[src/rtl/switch_mcu_exec_ctrl_pkg.sv]
// Shared definitions for the switch MCU execution controller: FSM state
// encodings, counter/operand widths, ALU unit indices and the muxed
// register-file request bundle.
package switch_mcu_pkg;

  localparam int REG_AW   = 5;
  localparam int XLEN     = 32;
  localparam int IMM_W    = 12;
  localparam int CNT_W    = 4;
  localparam int LAST_CNT = 4;

  typedef enum logic [1:0] {
    STATE_IDLE = 2'd0,
    STATE_EXEC = 2'd1,
    STATE_WB   = 2'd2
  } state_t;

  localparam int UNIT_ADDI = 0;
  localparam int UNIT_SRLI = 1;
  localparam int UNIT_SLLI = 2;
  localparam int UNIT_ADD  = 3;
  localparam int UNIT_SUB  = 4;
  localparam int UNIT_AND  = 5;
  localparam int UNIT_OR   = 6;
  localparam int UNIT_XOR  = 7;

  // One register-file request as seen on the shared port pair.
  typedef struct packed {
    logic              ren;
    logic [REG_AW-1:0] raddr;
    logic              wen;
    logic [REG_AW-1:0] waddr;
    logic [XLEN-1:0]   wdata;
  } rf_req_t;

endpackage

[src/rtl/switch_mcu_exec_ctrl_if.sv]
// Decoder/ALU-unit side bus of the execution controller. The master side
// (decoder and units) drives the in_* signals, the controller (slave)
// drives the out_* signals. Per-unit request fields are packed arrays, so
// unit k occupies bits [W*k+W-1:W*k] of the flattened vector.
interface switch_mcu_exec_ctrl_if #(
  parameter int NUM_UNITS = 8,
  parameter int UNIT_W    = 3
);
  import switch_mcu_pkg::*;

  logic                                in_inst_valid;
  logic                                out_inst_ready;
  logic [UNIT_W-1:0]                   in_unit_sel;
  logic [REG_AW-1:0]                   in_rs1;
  logic [REG_AW-1:0]                   in_rd;
  logic [IMM_W-1:0]                    in_imm_type_i;

  logic [NUM_UNITS-1:0]                out_unit_en;
  logic [CNT_W-1:0]                    out_cycle_cnt;
  logic [REG_AW-1:0]                   out_rs1;
  logic [REG_AW-1:0]                   out_rd;
  logic [IMM_W-1:0]                    out_imm_type_i;

  logic [NUM_UNITS-1:0]                in_unit_ren_1;
  logic [NUM_UNITS-1:0][REG_AW-1:0]    in_unit_raddr_1;
  logic [NUM_UNITS-1:0]                in_unit_wen;
  logic [NUM_UNITS-1:0][REG_AW-1:0]    in_unit_waddr;
  logic [NUM_UNITS-1:0][XLEN-1:0]      in_unit_wdata;

  logic                                out_ren_1;
  logic [REG_AW-1:0]                   out_raddr_1;
  logic                                out_wen;
  logic [REG_AW-1:0]                   out_waddr;
  logic [XLEN-1:0]                     out_wdata;
  logic                                out_done;
  logic                                out_err;
  logic                                out_busy;

  modport master (
    output in_inst_valid, in_unit_sel, in_rs1, in_rd, in_imm_type_i,
           in_unit_ren_1, in_unit_raddr_1, in_unit_wen, in_unit_waddr, in_unit_wdata,
    input  out_inst_ready, out_unit_en, out_cycle_cnt, out_rs1, out_rd, out_imm_type_i,
           out_ren_1, out_raddr_1, out_wen, out_waddr, out_wdata,
           out_done, out_err, out_busy
  );

  modport slave (
    input  in_inst_valid, in_unit_sel, in_rs1, in_rd, in_imm_type_i,
           in_unit_ren_1, in_unit_raddr_1, in_unit_wen, in_unit_waddr, in_unit_wdata,
    output out_inst_ready, out_unit_en, out_cycle_cnt, out_rs1, out_rd, out_imm_type_i,
           out_ren_1, out_raddr_1, out_wen, out_waddr, out_wdata,
           out_done, out_err, out_busy
  );

endinterface

[src/rtl/switch_mcu_exec_ctrl_rf_port_mux.sv]
// Combinational selector that forwards the active unit's register-file
// request onto the single shared port pair. With gate low the shared port
// is held at zero so idle units cannot touch the register file.
module switch_mcu_rf_port_mux
  import switch_mcu_pkg::*;
#(
  parameter int NUM_UNITS = 8,
  parameter int UNIT_W    = 3
) (
  input  logic [UNIT_W-1:0]                sel,
  input  logic                             gate,
  input  logic [NUM_UNITS-1:0]             ren,
  input  logic [NUM_UNITS-1:0][REG_AW-1:0] raddr,
  input  logic [NUM_UNITS-1:0]             wen,
  input  logic [NUM_UNITS-1:0][REG_AW-1:0] waddr,
  input  logic [NUM_UNITS-1:0][XLEN-1:0]   wdata,
  output rf_req_t                          req
);

  // Pick exactly the selected slice; every other unit is ignored.
  always_comb begin
    req = '0;
    if (gate) begin
      for (int k = 0; k < NUM_UNITS; k++) begin
        if (sel == UNIT_W'(k)) begin
          req.ren   = ren[k];
          req.raddr = raddr[k];
          req.wen   = wen[k];
          req.waddr = waddr[k];
          req.wdata = wdata[k];
        end
      end
    end
  end

endmodule

[src/rtl/switch_mcu_exec_ctrl.sv]
// Execution sequencer for the single-issue switch MCU ALU units. Accepts a
// decoded instruction, enables one unit for LAST_CNT execute cycles, then
// spends one write-back cycle with the unit's write routed to the shared
// register-file port. A new instruction may be accepted in write-back so
// back-to-back instructions cost LAST_CNT+1 cycles each.
module switch_mcu_exec_ctrl
  import switch_mcu_pkg::*;
#(
  parameter int NUM_UNITS = 8,
  parameter int UNIT_W    = 3,
  parameter int LAST_CNT  = switch_mcu_pkg::LAST_CNT
) (
  input  logic                   in_clk,
  input  logic                   in_rst,
  switch_mcu_exec_ctrl_if.slave  bus
);

  localparam logic [CNT_W-1:0] CNT_LAST = CNT_W'(LAST_CNT);
  localparam logic [CNT_W-1:0] CNT_WB   = CNT_W'(LAST_CNT + 1);

  state_t               state;
  logic [CNT_W-1:0]     cnt;
  logic [NUM_UNITS-1:0] unit_en;
  logic [NUM_UNITS-1:0] sel_hot;
  logic [UNIT_W-1:0]    sel_q;
  logic [REG_AW-1:0]    rs1_q;
  logic [REG_AW-1:0]    rd_q;
  logic [IMM_W-1:0]     imm_q;
  logic                 done_q;
  logic                 err_q;
  logic                 ready;
  logic                 take;
  logic                 sel_ok;
  rf_req_t              rf_req;

  assign ready  = (state == STATE_IDLE) || (state == STATE_WB);
  assign take   = bus.in_inst_valid && ready;
  assign sel_ok = int'(bus.in_unit_sel) < NUM_UNITS;

  // One-hot decode of the incoming unit index (only used when sel_ok).
  always_comb begin
    sel_hot = '0;
    for (int k = 0; k < NUM_UNITS; k++)
      sel_hot[k] = (bus.in_unit_sel == UNIT_W'(k));
  end

  // Sequencer: IDLE -> EXEC (cnt 1..LAST) -> WB (cnt LAST+1) -> IDLE/EXEC.
  always_ff @(posedge in_clk) begin
    if (in_rst) begin
      state   <= STATE_IDLE;
      cnt     <= '0;
      unit_en <= '0;
      sel_q   <= '0;
      rs1_q   <= '0;
      rd_q    <= '0;
      imm_q   <= '0;
      done_q  <= 1'b0;
      err_q   <= 1'b0;
    end else begin
      done_q <= 1'b0;
      err_q  <= 1'b0;
      if (take && sel_ok) begin
        state   <= STATE_EXEC;
        cnt     <= CNT_W'(1);
        unit_en <= sel_hot;
        sel_q   <= bus.in_unit_sel;
        rs1_q   <= bus.in_rs1;
        rd_q    <= bus.in_rd;
        imm_q   <= bus.in_imm_type_i;
      end else if (take) begin
        // Illegal unit: consume and drop, flag it for one cycle.
        state   <= STATE_IDLE;
        cnt     <= '0;
        unit_en <= '0;
        err_q   <= 1'b1;
      end else begin
        case (state)
          STATE_EXEC: begin
            if (cnt == CNT_LAST) begin
              state   <= STATE_WB;
              cnt     <= CNT_WB;
              unit_en <= '0;
              done_q  <= 1'b1;
            end else begin
              cnt <= cnt + CNT_W'(1);
            end
          end
          STATE_WB: begin
            state <= STATE_IDLE;
            cnt   <= '0;
          end
          default: begin
            state   <= STATE_IDLE;
            cnt     <= '0;
            unit_en <= '0;
          end
        endcase
      end
    end
  end

  switch_mcu_rf_port_mux #(
    .NUM_UNITS (NUM_UNITS),
    .UNIT_W    (UNIT_W)
  ) u_rf_port_mux (
    .sel   (sel_q),
    .gate  (state != STATE_IDLE),
    .ren   (bus.in_unit_ren_1),
    .raddr (bus.in_unit_raddr_1),
    .wen   (bus.in_unit_wen),
    .waddr (bus.in_unit_waddr),
    .wdata (bus.in_unit_wdata),
    .req   (rf_req)
  );

  assign bus.out_inst_ready = ready;
  assign bus.out_unit_en    = unit_en;
  assign bus.out_cycle_cnt  = cnt;
  assign bus.out_rs1        = rs1_q;
  assign bus.out_rd         = rd_q;
  assign bus.out_imm_type_i = imm_q;
  assign bus.out_ren_1      = rf_req.ren;
  assign bus.out_raddr_1    = rf_req.raddr;
  assign bus.out_wen        = rf_req.wen;
  assign bus.out_waddr      = rf_req.waddr;
  assign bus.out_wdata      = rf_req.wdata;
  assign bus.out_done       = done_q;
  assign bus.out_err        = err_q;
  assign bus.out_busy       = (state != STATE_IDLE);

endmodule

[src/flat_wrapper.sv]
// flat-port wrapper written by rule: the top's interface ports become plain ports
module switch_mcu_exec_ctrl_flat import switch_mcu_pkg::*;
#(
  parameter int NUM_UNITS = 8,
  parameter int UNIT_W    = 3,
  parameter int LAST_CNT  = switch_mcu_pkg::LAST_CNT
)
  (in_clk, in_rst, bus_in_inst_valid, bus_in_unit_sel, bus_in_rs1, bus_in_rd, bus_in_imm_type_i, bus_in_unit_ren_1, bus_in_unit_raddr_1, bus_in_unit_wen, bus_in_unit_waddr, bus_in_unit_wdata, bus_out_inst_ready, bus_out_unit_en, bus_out_cycle_cnt, bus_out_rs1, bus_out_rd, bus_out_imm_type_i, bus_out_ren_1, bus_out_raddr_1, bus_out_wen, bus_out_waddr, bus_out_wdata, bus_out_done, bus_out_err, bus_out_busy);
  switch_mcu_exec_ctrl_if #(.NUM_UNITS(NUM_UNITS), .UNIT_W(UNIT_W)) bus_i ();
  input  logic in_clk;
  input  logic in_rst;
  input wire logic [$bits(bus_i.in_inst_valid)-1:0] bus_in_inst_valid;
  input wire logic [$bits(bus_i.in_unit_sel)-1:0] bus_in_unit_sel;
  input wire logic [$bits(bus_i.in_rs1)-1:0] bus_in_rs1;
  input wire logic [$bits(bus_i.in_rd)-1:0] bus_in_rd;
  input wire logic [$bits(bus_i.in_imm_type_i)-1:0] bus_in_imm_type_i;
  input wire logic [$bits(bus_i.in_unit_ren_1)-1:0] bus_in_unit_ren_1;
  input wire logic [$bits(bus_i.in_unit_raddr_1)-1:0] bus_in_unit_raddr_1;
  input wire logic [$bits(bus_i.in_unit_wen)-1:0] bus_in_unit_wen;
  input wire logic [$bits(bus_i.in_unit_waddr)-1:0] bus_in_unit_waddr;
  input wire logic [$bits(bus_i.in_unit_wdata)-1:0] bus_in_unit_wdata;
  output wire logic [$bits(bus_i.out_inst_ready)-1:0] bus_out_inst_ready;
  output wire logic [$bits(bus_i.out_unit_en)-1:0] bus_out_unit_en;
  output wire logic [$bits(bus_i.out_cycle_cnt)-1:0] bus_out_cycle_cnt;
  output wire logic [$bits(bus_i.out_rs1)-1:0] bus_out_rs1;
  output wire logic [$bits(bus_i.out_rd)-1:0] bus_out_rd;
  output wire logic [$bits(bus_i.out_imm_type_i)-1:0] bus_out_imm_type_i;
  output wire logic [$bits(bus_i.out_ren_1)-1:0] bus_out_ren_1;
  output wire logic [$bits(bus_i.out_raddr_1)-1:0] bus_out_raddr_1;
  output wire logic [$bits(bus_i.out_wen)-1:0] bus_out_wen;
  output wire logic [$bits(bus_i.out_waddr)-1:0] bus_out_waddr;
  output wire logic [$bits(bus_i.out_wdata)-1:0] bus_out_wdata;
  output wire logic [$bits(bus_i.out_done)-1:0] bus_out_done;
  output wire logic [$bits(bus_i.out_err)-1:0] bus_out_err;
  output wire logic [$bits(bus_i.out_busy)-1:0] bus_out_busy;
  assign bus_i.in_inst_valid = bus_in_inst_valid;
  assign bus_i.in_unit_sel = bus_in_unit_sel;
  assign bus_i.in_rs1 = bus_in_rs1;
  assign bus_i.in_rd = bus_in_rd;
  assign bus_i.in_imm_type_i = bus_in_imm_type_i;
  assign bus_i.in_unit_ren_1 = bus_in_unit_ren_1;
  assign bus_i.in_unit_raddr_1 = bus_in_unit_raddr_1;
  assign bus_i.in_unit_wen = bus_in_unit_wen;
  assign bus_i.in_unit_waddr = bus_in_unit_waddr;
  assign bus_i.in_unit_wdata = bus_in_unit_wdata;
  assign bus_out_inst_ready = bus_i.out_inst_ready;
  assign bus_out_unit_en = bus_i.out_unit_en;
  assign bus_out_cycle_cnt = bus_i.out_cycle_cnt;
  assign bus_out_rs1 = bus_i.out_rs1;
  assign bus_out_rd = bus_i.out_rd;
  assign bus_out_imm_type_i = bus_i.out_imm_type_i;
  assign bus_out_ren_1 = bus_i.out_ren_1;
  assign bus_out_raddr_1 = bus_i.out_raddr_1;
  assign bus_out_wen = bus_i.out_wen;
  assign bus_out_waddr = bus_i.out_waddr;
  assign bus_out_wdata = bus_i.out_wdata;
  assign bus_out_done = bus_i.out_done;
  assign bus_out_err = bus_i.out_err;
  assign bus_out_busy = bus_i.out_busy;
  switch_mcu_exec_ctrl #(.NUM_UNITS(NUM_UNITS), .UNIT_W(UNIT_W), .LAST_CNT(LAST_CNT)) u_core (.in_clk(in_clk), .in_rst(in_rst), .bus(bus_i));
endmodule
[config.mk]
export PLATFORM = sky130hd
export DESIGN_NAME = switch_mcu_exec_ctrl_flat
export DESIGN_NICKNAME = d
export VERILOG_FILES = /design/src/rtl/switch_mcu_exec_ctrl_pkg.sv /design/src/rtl/switch_mcu_exec_ctrl_if.sv /design/src/rtl/switch_mcu_exec_ctrl_rf_port_mux.sv /design/src/rtl/switch_mcu_exec_ctrl.sv /design/src/flat_wrapper.sv
export SDC_FILE = /design/constraint.sdc
export NUM_CORES = 1
export LEC_CHECK = 0
export ABC_CLOCK_PERIOD_IN_PS = 2700
export BUFFER_PORTS_ARGS = -buffer_cell sky130_fd_sc_hd__buf_2
export CAP_MARGIN = 20
export CORE_AREA = 2 2 181 183
export DETAILED_ROUTE_END_ITERATION = 10
export DIE_AREA = 0 0 183 185
export MAX_ROUTING_LAYER = met4
export PLACE_DENSITY = 0.43
export SETUP_SLACK_MARGIN = 0.2
export SLEW_MARGIN = 20
export SYNTH_ARGS = -nofsm -noshare
export SYNTH_HDL_FRONTEND = slang
export SYNTH_SLANG_ARGS = --single-unit
[constraint.sdc]
create_clock -name in_clk -period 2.7 [get_ports in_clk]
set_clock_uncertainty 0.05 [all_clocks]
set_input_delay 0.27 -clock in_clk [delete_from_list [all_inputs] [get_ports in_clk]]
set_output_delay 0.27 -clock in_clk [all_outputs]
set_load 0.05 [all_outputs]
**Yosys cells after proc, flatten, opt, wreduce, memory -nomap -nowiden**

Index checks and enable logic that the tools add are counted.

- Register bits: 40
- Input port bits: 380

- Add/sub/neg operators: 1
- Eq/ne operators: 19
- Multiplexer cells: 19
- Bitwise logic cells: 1
- Reductions and logical operators: 9

Operators by type and width:

| kind | number |
|---|---|
| 44-bit two-way mux | 9 |
| 3-bit == test, second input constant | 8 |
| 8-bit two-way mux | 2 |
| 8-bit case mux with 2 select lines | 1 |
| 3-bit by 2-bit == test with 1-bit output, second input constant | 4 |
| 3-bit by 1-bit == test with 1-bit output, second input constant | 2 |
| 3-bit zero test | 2 |
| 1-bit two-way mux | 6 |
| 4-bit by 1-bit adder with 4-bit output, second input constant | 1 |
| 4-bit by 3-bit == test with 1-bit output, second input constant | 1 |
| 4-bit OR reduction | 1 |
| 3-bit two-way mux | 1 |
| 3-bit by 1-bit != test with 1-bit output, second input constant | 1 |
| 3-bit OR reduction | 1 |
| 2-bit by 1-bit == test with 1-bit output, second input constant | 1 |
| 2-bit == test, second input constant | 1 |
| 2-bit zero test | 1 |
| 2-bit by 1-bit != test with 1-bit output, second input constant | 1 |
| 2-bit AND reduction | 1 |
| 2-bit nonzero test | 1 |
| 1-bit logical AND | 1 |
| 1-bit logical OR | 1 |
| 1-bit NOT | 1 |

**Depth between registers and ports, before layout**

Gate-level depths: netlist of run 1.

- Word-level depth: 10
- Gate-level depth with buffers: 8
- Depth with buffers taken out: 6

**Cells and area by module**

From an unflattened synthesis of run 1, not the netlist that was laid out.

- Cell total of the unflattened synthesis: 524
- Area total of the unflattened synthesis: 4,530.6 µm²

By module, submodules not included:

| module | instances | cells each | area an instance (µm²) |
|---|---|---|---|
| switch_mcu_rf_port_mux | 1 | 345 | 3,016.6 |
| switch_mcu_exec_ctrl | 1 | 179 | 1,514.0 |

**Worst setup path before layout of run 1**

Ideal clock, no wire load.

- Kind: reg-to-output
- Start point: reg u_core.sel_q[2]
- End point: out bus_out_wdata[17]
- Arrival: 2.245 ns
- Slack: 0.135 ns
- Cell stages (with the launch flop): 8
- Cells stage by stage: dfxtp_1 buf_6 buf_6 and2_1 buf_6 a21oi_1 o21ai_1 a311oi_1

- Longest elaborated chain between the ends: 10
- Elaborated cells between the ends (all ways): 17
- Classes of those cells: eq/ne (7); mux (9); reduce/logical (1)

Ends and longest elaborated chain:

| what | RTL line | source |
|---|---|---|
| from (decl) | switch_mcu_exec_ctrl.sv:25 | `logic [UNIT_W-1:0] sel_q;` |
| from (signal assigned) | switch_mcu_exec_ctrl.sv:66 | `sel_q <= bus.in_unit_sel;` |
| 3-bit zero test | switch_mcu_exec_ctrl_rf_port_mux.sv:25 | `if (sel == UNIT_W'(k)) begin` |
| 44-bit two-way mux (7 in series) | switch_mcu_exec_ctrl_rf_port_mux.sv:25 |  |
| 44-bit two-way mux (*) | switch_mcu_exec_ctrl_rf_port_mux.sv:25 |  |
| 44-bit two-way mux (*) | switch_mcu_exec_ctrl_rf_port_mux.sv:23 | `if (gate) begin` |
| to (decl) | flat_wrapper.sv:32 | `output wire logic [$bits(bus_i.out_wdata)-1:0] bus_out_wdata;` |

Every way passes the cells marked *; elsewhere a longest branch is shown, timed or not.

**Worst setup path in the final report of run 1**

- Start point: reg u_core.sel_q[0]
- End point: out bus_out_waddr[2]

- Longest elaborated chain between the ends: 10
- Elaborated cells between the ends (all ways): 17
- Classes of those cells: eq/ne (7); mux (9); reduce/logical (1)

Ends and longest elaborated chain:

| what | RTL line | source |
|---|---|---|
| 3-bit zero test | switch_mcu_exec_ctrl_rf_port_mux.sv:25 |  |
| 44-bit two-way mux (7 in series) | switch_mcu_exec_ctrl_rf_port_mux.sv:25 |  |
| 44-bit two-way mux (*) | switch_mcu_exec_ctrl_rf_port_mux.sv:25 |  |
| 44-bit two-way mux (*) | switch_mcu_exec_ctrl_rf_port_mux.sv:23 |  |
| to (decl) | flat_wrapper.sv:31 | `output wire logic [$bits(bus_i.out_waddr)-1:0] bus_out_waddr;` |

Marked as above.

==> out/results.ini, run 1 <==
[setup_path]
start_kind=flop
worst_path_max_delay_cell=dfxtp_4
slowest_delay_ns=0.56
crit_path_end_kind=primary output
required_ns=2.38
crit_type=flop to primary output
worst-path-max-fanout=31
worstPathArrival_ns=2.12
crit_chain=buf_12 -> nor3_1 -> a21oi_1 -> a221oi_1 -> a211oi_2 -> buf_2

[logic_synthesis]
synthMuxAreaShare_pct=28.0
yosys.area.top_type=mux2i_1
synth_ff_type=dfxtp_1
synth_fp_nets=982
synth.yosys.warnings=0
synth-xor-area-share_pct=0.190
syn_area_mm2=0.00460
synthAdderAreaFrac_pct=0.544
synth_area_per_cell_um2=7.66
synthSimpleGateAreaFrac_pct=12.0
yosysTopAreaCellShare_pct=19.2
synth-edff-count=0
ys_ff_latch=40
syn_inst=600
yosysSeqAreaShare_pct=17.4
synth_compound_area_share_pct=32.9
synth_top_family_by_area=compound AO/OA/AOI/OAI gates
async_reset_ff_share_pct=0
yosys-top-cells-area=mux2i_1 (19%), dfxtp_1 (17%), a21oi_1 (10%)
ys_types=38

[floorplanning]
io_pins=462
die_y_um=185
dieArea_mm2=0.0339
fp.dieW_um=183
start_util_pct=14.4
fp.coreArea_mm2=0.0320
rows=66

[flow_run]
maxCapViolCount=0

[final_layout]
drive_gt1_share_pct=54.4
n_fill_cell=3626
multi_input_area_mm2=0.00349
num-nets-final=1421
post-route-util_pct=23.9
seq_area_um2=812
stdcell_count=1449
area_growth_pct=66.7

[worst_hold_path]
hp-class=primary input to flop

[global_routing]
gr-usage-met2_pct=25.9
grt_pass1_vias=5927
grt-ovfl-total=0
grtUsageMet3_pct=3.46
grt_pass1_wl_um=37600
use_met1_pct=18.7
busiest_layer=met2
grt_usage_pct=15.2
antenna_found_initial=4
grt_max_degree=40

[route]
vias=6268
vias_per_cell=4.33
wl_per_cell_um=19.5
drcViolationCount=0
drt_iter0_drc=277
ant_nets=0
totalWireLength_um=28200
dr.pass1.iters=7

[placed_design]
hpwlAfterDp_um=23100
placedCellCount=1432
port_buffers=460
gp_congestion=0.807

[clock_network]
htreeDepth=2
cts_buffers=5
cts.sinks=40
clk_pin_slew_worst_paths_ns=0.06
clockBufferDepth=2
cts_tree=done
worst_skew_pair.late_latency_ns=0.28
clock-root-buffer=clkbuf_16

[timing]
rsz0062_at_grt=yes
fmax_ghz=0.409
maxSlewViolCount=0
hold_violations=0
hold_ws_ns=0.171
finalSetupViolCount=0
min_period_ns=2.44
fin_crit_sh_pct=90.5

[power_and_ir_drop]
internal-power_mw=1.56
p_seq_share_pct=23.6
vdd_drop_max_mv=0.391
power_leakage_nw=3.46
power_frac_comb_pct=55.9
netSwitchingFraction_pct=43.6
p_switching_mw=1.21
power.share.clock_pct=20.4
p_total_mw=2.77
p_per_area_mw_per_mm2=362

[outcome]
status=finished clean

sequential cells by signal, summed over array words and instances, names as in the netlist:
register	cells
u_core.bus.out_imm_type_i	12
u_core.bus.out_unit_en	8
u_core.bus.out_rd	5
u_core.bus.out_rs1	5
u_core.bus.out_cycle_cnt	4
u_core.sel_q	3
u_core.state	2
u_core.bus.out_done	1
layout make-up:
class	instances	share of cell area [%]
well taps	408	6.66
repair buffers	496	35.2
clock buffers	7	1.73
clock inverters	1	0.0653
inverters	5	0.245
multi-input cells	491	45.5
diodes	1	0.0326
flip-flops and latches	40	10.6
cell usage after synthesis (2+ instances only):
| cell | number |
|---|---|
| nor2_1 | 23 |
| inv_1 | 5 |
| a221oi_1 | 8 |
| a22oi_1 | 7 |
| buf_4 | 10 |
| buf_2 | 19 |
| dfxtp_1 | 40 |
| mux2i_1 | 88 |
| mux2_2 | 36 |
| nor2b_1 | 3 |
| nand3_1 | 2 |
| a21oi_1 | 95 |
| ha_1 | 2 |
| nor3_1 | 10 |
| o221ai_1 | 28 |
| buf_1 | 4 |
| buf_6 | 10 |
| and2_1 | 2 |
| clkbuf_1 | 20 |
| a32oi_1 | 2 |
| o21ai_0 | 51 |
| nand2_1 | 65 |
| nand2b_1 | 12 |
| a211oi_1 | 17 |
| o22a_1 | 28 |
per-layer routing:
metal  vias to the layer above  wire [um]
met5                         -          0
met4                         0        437
met2                       288      13900
li1                       3127          -
met3                        24       2320
met1                      2829      11500
final timing paths:
| check | from | to | slack (ns) | cells after the start |
|---|---|---|---|---|
| worst max-delay path | u_core.sel_q[0] | bus_out_waddr[2] | 0.26 | 6 |
| worst min register to register | u_core.bus.out_imm_type_i[8] | u_core.bus.out_imm_type_i[8] | 0.40 | 2 |
| worst max register to register | u_core.bus.out_cycle_cnt[0] | u_core.bus.out_unit_en[1] | 1.07 | 6 |
| worst min-delay path | bus_in_rs1[2] | u_core.bus.out_rs1[2] | 0.17 | 3 |
critical path, delay by kind of cell (launching register included):
| kind | cells | cell delay, ns |
|---|---|---|
| flip-flops | 1 | 0.56 |
| AND/OR/NAND/NOR | 1 | 0.08 |
| AO/OA/AOI/OAI | 3 | 0.62 |
| buffers and inverters | 2 | 0.55 |
power groups by stage:
stage	clock network, mW	registers, mW	logic [mW]
final	0.566	0.655	1.55
after floorplan	0	0.743	0.871
after CTS	0.591	0.666	1.53
after global placement	0	0.682	1.51
after global routing	0.616	0.661	1.66
after detailed placement	0	0.684	1.51
placed cells by master, fill, tap and decap left out, drive strengths merged, types with 2 or more instances in the layout:
cell,n
o22a,28
dfxtp,40
buf,493
a32oi,2
nand2,65
clkbuf,10
inv,5
nor2,25
o21ai,52
o221ai,28
mux2i,88
nand2b,12
and2,2
a211oi,17
mux2,36
nor2b,3
a221oi,8
a21oi,95
a22oi,7
nor3,10
ha,2
nand3,2
through the flow:
stage                     setup slack (ns)  area, um^2  TNS [ns]
final                                0.256        7670         0
after global routing                 0.168        7670         0
after CTS                            0.171        7570         0
after detailed placement            0.0500        7380         0
after global placement             -0.0120        7380   -0.0120
after floorplan                      0.392        4680         0
kinds of logic (layout without fill, tap and decap cells):
family / Yosys count / in the layout
AOI/OAI and AO/OA: 239 / 239
muxes: 124 / 124
and+or+nand+nor: 124 / 124
buffers and inverters: 69 / 509
DFF: 40 / 40
adders and majority gates: 2 / 2
other: 1 / 2
xor gates and xnor gates: 1 / 1
timing repair:
action,4_1_cts,5_1_grt
setup buffers,3,5
resized for setup,5,7
hold buffers,0,0
pin swaps,0,0
setup endpoints to repair,36,15
(Power assumes the default switching activity.)
==> run 2, diff against run 1 <==
Settings changed: CORE_AREA 2 2 181 183 to 2 2 179 181, DIE_AREA 0 0 183 185 to 0 0 181 183, PLACE_DENSITY 0.43 to 0.44, SYNTH_HIERARCHICAL set to 1.
==> run 2 against run 1 <==
- via count decreased by 1.8%
- sequential share of layout area increased by 0.28 points
- sequential power about the same
- register-to-register slack improved by 0.06 ns
- clock power increased by 6.4%
==> out/results.ini, run 2 <==
[clock_network]
cts.sinks=40
htreeDepth=2
clock-root-buffer=clkbuf_16
cts_tree=done
clk_pin_slew_worst_paths_ns=0.07
holdBufCountCts=0
cts_buffers=5
worst_skew_pair.late_latency_ns=0.29
clockBufferDepth=2

[timing]
tns_ns=0
min_period_ns=2.41
fmax_ghz=0.415
rsz0062_at_grt=yes
finalSetupViolCount=0
maxSlewViolCount=0
hold_violations=0
relSlewSlack_pct=50.9
worst_pin_slew_ns=0.737
fin_crit_sh_pct=89.2

[setup_path]
slowest_delay_ns=0.47
r2r_start=u_core/bus.out_cycle_cnt[0]
critPathTopFamily=buffers and inverters
crit_path_end_kind=primary output
critPathLaunch=u_core/sel_q[0]
crit_type=flop to primary output
start_kind=flop
crit_buf_inv=2
crit_chain=nand2b_4 -> buf_4 -> o22ai_1 -> a211oi_2 -> buf_2
required_ns=2.38
worstPathArrival_ns=2.09
worst_path_max_delay_cell=dfxtp_4
reg2reg_slack_ns=1.13
worst-path-max-fanout=13

[placed_design]
port_buffers=460
hpwlAfterDp_um=23300
placedCellCount=1348
gp_congestion=0.992

[logic_synthesis]
synth_fp_nets=906
synth-xor-area-share_pct=0.193
synthSimpleGateAreaFrac_pct=16.7
yosys.area.top_type=dfxtp_1
synth_commonest_cells=nand2_1 (64), dfxtp_1 (40), nor2_1 (40)
synth.most_common_cell=nand2_1
synth-edff-count=0
synthAdderAreaFrac_pct=0.552
synthMuxAreaShare_pct=29.6
syn_area_mm2=0.00453
synth.yosys.warnings=6
ys_types=43
synth_area_per_cell_um2=8.65
ys_ff_latch=40
synth_compound_area_share_pct=26.2
async_reset_ff_share_pct=0
yosysTopAreaCellShare_pct=17.7
syn_inst=524
synth_ff_type=dfxtp_1
yosysSeqAreaShare_pct=17.7
yosys-top-cells-area=dfxtp_1 (18%), mux4_2 (16%), mux2_2 (8.0%)
synth_top_family_by_area=multiplexers

[power_and_ir_drop]
p_per_area_mw_per_mm2=347
power_leakage_nw=3.48
vdd_drop_max_mv=0.313

[global_routing]
grt-ovfl-total=0
grt_pass1_vias=5998
antenna_found_initial=4
grt_pass1_wl_um=39100
grt_usage_pct=16.2
grt_max_degree=40

[floorplanning]
dieArea_mm2=0.0331
fp.coreArea_mm2=0.0312
die_y_um=183
rows=65
start_util_pct=14.5
io_pins=462
fp.dieW_um=181

[route]
vias=6157
totalWireLength_um=28200
drcViolationCount=0
wl_per_cell_um=20.7
dr.pass1.iters=6
drt_iter0_drc=399
vias_per_cell=4.52
ant_nets=0

[final_layout]
area_growth_pct=64.9
num-nets-final=1337
layout_common_cells=buf_2 (460), nand2_1 (64), nor2_1 (39), dfxtp_1 (37)
stdcell_count=1362
drive_gt1_share_pct=62.9
layout_commonest_cell=buf_2
largest_reg_flops=12

[flow_run]
maxCapViolCount=0

[worst_hold_path]
hp-class=primary input to flop
min_from=bus_in_imm_type_i[2]

[outcome]
status=finished clean

run 2: changes by cell type in the layout (fill, tap and decap cells not counted), moves of 11 or more:
cell	change
a21oi_1	-58
and3_1	+11
o211ai_1	+11
mux4_2	+32
o22a_1	-28
o22ai_1	+30
o32a_1	+11
mux2i_1	-61
a41o_1	+11
a211oi_2	+24
nand3b_1	+12
o21ai_0	-16
o221ai_1	-28
nor2_1	+16
run 2: cells by family after synthesis:
logic type	count (synthesis)
and+or+nand+nor	155
other	1
DFF	40
muxes	90
adders and majority gates	2
AOI/OAI and AO/OA	169
xor gates and xnor gates	1
buffers and inverters	66
run 2: repair_timing:
| action | CTS | global route |
|---|---|---|
| pin swaps | 0 | 0 |
| cloned | 1 | 0 |
| setup endpoints to repair | 4 | 15 |
| buffers inserted | 0 | 1 |
| resized for setup | 0 | 6 |
run 2: worst reg2reg max path, cell delays in order, from the launching register on:
cell and delay [ns]:
dfxtp_1 0.36, inv_1 0.07, ha_1 0.16, nand3b_1 0.23, a21oi_2 0.43, o32ai_1 0.13
run 2: layout make-up:
type                            instances  area (um^2)
Sequential cell                        40          812
Timing Repair Buffer                  483         2520
Tap cell                              402          503
Clock buffer                            5          125
Fill cell                            3542        23800
Multi-Input combinational cell        419         3460
Antenna cell                            4         10.0
Inverter                                6         22.5
Clock inverter                          3         20.0
run 2: layer usage:
| metal | up-vias | part of all wire [%] | track usage [%] |
|---|---|---|---|
| met5 | - | 0 | - |
| met4 | 0 | 1.2 | 3.02 |
| met3 | 19 | 6.8 | 2.84 |
| met2 | 313 | 48 | 26.6 |
| met1 | 2947 | 44 | 21.1 |
| li1 | 2878 | - | - |
run 2: path summary, 6_finish.rpt:
| check | end | cells past startpoint |
|---|---|---|
| setup / recovery | bus_out_wdata[22] | 5 |
| hold / removal | u_core/bus.out_imm_type_i[2] | 3 |
| setup reg to reg | u_core/bus.out_unit_en[5] | 5 |
| hold reg to reg | u_core/bus.out_rs1[3] | 2 |
run 2: power by group:
part	internal [mW]	total [mW]	switching [mW]
combinational	0.538	1.33	0.792
clock	0.345	0.602	0.257
sequential	0.617	0.657	0.0392
run 2: stage by stage:
step	utilization, %	cell area, um^2	worst slack (ns)	power (mW)	hold slack [ns]
3_5_place_dp	23.3	7270	0.487	1.99	0.393
4_1_cts	23.8	7430	0.202	2.62	0.152
6_report	23.9	7470	0.290	2.59	0.164
5_1_grt	23.9	7470	0.178	2.73	0.161
3_3_place_gp	23.3	7270	0.492	2.00	0.389
2_1_floorplan	-	4640	0.373	1.49	0.335
==> run 3, diff against run 2 <==
Settings changed: BUFFER_PORTS_ARGS -buffer_cell sky130_fd_sc_hd__buf_2 to unset, CORE_AREA 2 2 179 181 to 2 2 177 179, DIE_AREA 0 0 181 183 to 0 0 179 181, DONT_BUFFER_PORTS set to 1, PLACE_DENSITY 0.44 to 0.31.
==> run 3 against run 2 <==
- non-clock buffer count is 413 lower
- utilization is 5.1 points lower
- combinational power is 24% lower
- sequential share of layout area is 3.3 points higher
- flip-flop and latch count stayed put
- sequential power is 12% higher
- total power is 8.9% lower
- routed wire length is 3.9% lower
- global-route usage is 0.44 points lower
- via count is 24% lower
- register-to-register slack worse by 0.13 ns
- cell count is 30% lower
- critical path type unchanged
==> out/results.ini, run 3 (synthesized netlist as in run 2, its figures left out) <==
[outcome]
status=finished clean

[final_layout]
fin_area_mm2=0.00571
num-nets-final=924
post-route-util_pct=18.8
drive_gt1_share_pct=33.9
layout_common_cells=nand2_1 (63), buf_4 (48), nor2_1 (39), dfxtp_1 (37)
largest_reg_flops=12
area_growth_pct=26.1
stdcell_count=956
n_fill_cell=3369
layout_commonest_cell=nand2_1

[clock_network]
cts.sinks=40
clock-root-buffer=clkbuf_16
clockBufferDepth=2
cts_buffers=5
htreeDepth=2
worst_skew_pair.late_latency_ns=0.28
clk_pin_slew_worst_paths_ns=0.06
cts_tree=done

[timing]
hold_ws_ns=0.0501
relSlewSlack_pct=33.6
setup_ws_ns=0.306
fin_crit_sh_pct=88.7
hold_violations=0
tns_ns=0
worst_pin_slew_ns=0.993
fmax_ghz=0.418
finalSetupViolCount=0
maxSlewViolCount=0
rsz0062_at_grt=yes
min_period_ns=2.39

[setup_path]
reg2reg_slack_ns=1.00
slowest_delay_ns=0.56
crit_chain=buf_4 -> mux2_2 -> o22ai_1 -> a211oi_2 -> buf_12
worst_path_max_delay_cell=dfxtp_4
r2r_cells=3
worstPathArrival_ns=2.07
crit_buf_inv=2
crit_type=flop to primary output
start_kind=flop
required_ns=2.38
cp.depth=5
critPathTopFamily=buffers and inverters
worst-path-max-fanout=23
crit_path_end_kind=primary output

[global_routing]
grt_pass1_vias=4732
grt_usage_pct=15.8
antenna_found_initial=20
grt_max_degree=37
grt-ovfl-total=0
grt_pass1_wl_um=35800

[power_and_ir_drop]
power_leakage_nw=1.86
internal-power_mw=1.38
netSwitchingFraction_pct=41.3
power.share.clock_pct=25.8
p_seq_share_pct=31.2
p_per_area_mw_per_mm2=413
p_switching_mw=0.973
vdd_drop_max_mv=0.400
power_frac_comb_pct=43.0
p_total_mw=2.36

[route]
drt_iter0_drc=373
ant_nets=0
wl_per_cell_um=28.4
dr.pass1.iters=5
drcViolationCount=0
vias=4684
totalWireLength_um=27100
vias_per_cell=4.90

[floorplanning]
rows=64
io_pins=462
start_util_pct=14.9
dieArea_mm2=0.0324
fp.coreArea_mm2=0.0303
die_y_um=181
fp.dieW_um=179

[placed_design]
placedCellCount=923
place_area_mm2=0.00536
hpwlAfterDp_um=21800
place_ws_ns=0.312
gp_congestion=0.949
port_buffers=0

[worst_hold_path]
hold_depth=1
hp-class=primary input to flop

[flow_run]
maxCapViolCount=0

==> run 3: changes by cell type in the layout (fill, tap and decap cells not counted), moves of 2 or more <==
cell and delta:
buf_6 +4, buf_2 -460, buf_12 +6, buf_4 +29
o22ai_1 +2, diode_2 +13, o22ai_2 -2, buf_8 +2
dlygate4sd3_1 +3
==> run 3: repair_timing <==
action	in CTS	in global routing
buffers inserted	2	0
hold buffers	2	1
resized for setup	8	2
setup endpoints to repair	26	12
endpoints found under the hold margin	23	1
cloned	2	1
==> run 3: worst paths after layout <==
path | startpoint | to
worst max register to register | u_core/bus.out_cycle_cnt[3] | u_core/bus.out_unit_en[6]
worst min register to register | u_core/sel_q[0] | u_core/sel_q[0]
worst max-delay path | u_core/sel_q[1] | bus_out_raddr_1[2]
worst min-delay path | in_rst | u_core/bus.out_unit_en[7]
==> run 3: area by class of cell <==
class	instances	area (um^2)	share of cell area, %
clock inverters	1	7.51	0.131
diodes	17	42.5	0.745
inverters	6	22.5	0.394
repair buffers	70	742	13.0
multi-input cells	419	3450	60.4
well taps	396	495	8.67
flip-flops and latches	40	812	14.2
clock buffers	7	143	2.50
==> run 3: per-layer routing <==
layer / track usage, % / wire length (um) / up-vias
met1: 17.6 / 9990 / 2274
met2: 26.2 / 13800 / 314
met4: 5.72 / 489 / 0
met3: 5.22 / 2900 / 24
li1: - / - / 2072
met5: - / 0 / -
==> run 3: power groups by stage <==
| stage | clock network, mW | logic (mW) | registers (mW) |
|---|---|---|---|
| after floorplan | 0 | 0.755 | 0.730 |
| after global placement | 0 | 0.958 | 0.754 |
| after detailed placement | 0 | 0.971 | 0.754 |
| after CTS | 0.629 | 1.01 | 0.737 |
| after global routing | 0.660 | 1.07 | 0.741 |
| final | 0.607 | 1.01 | 0.736 |
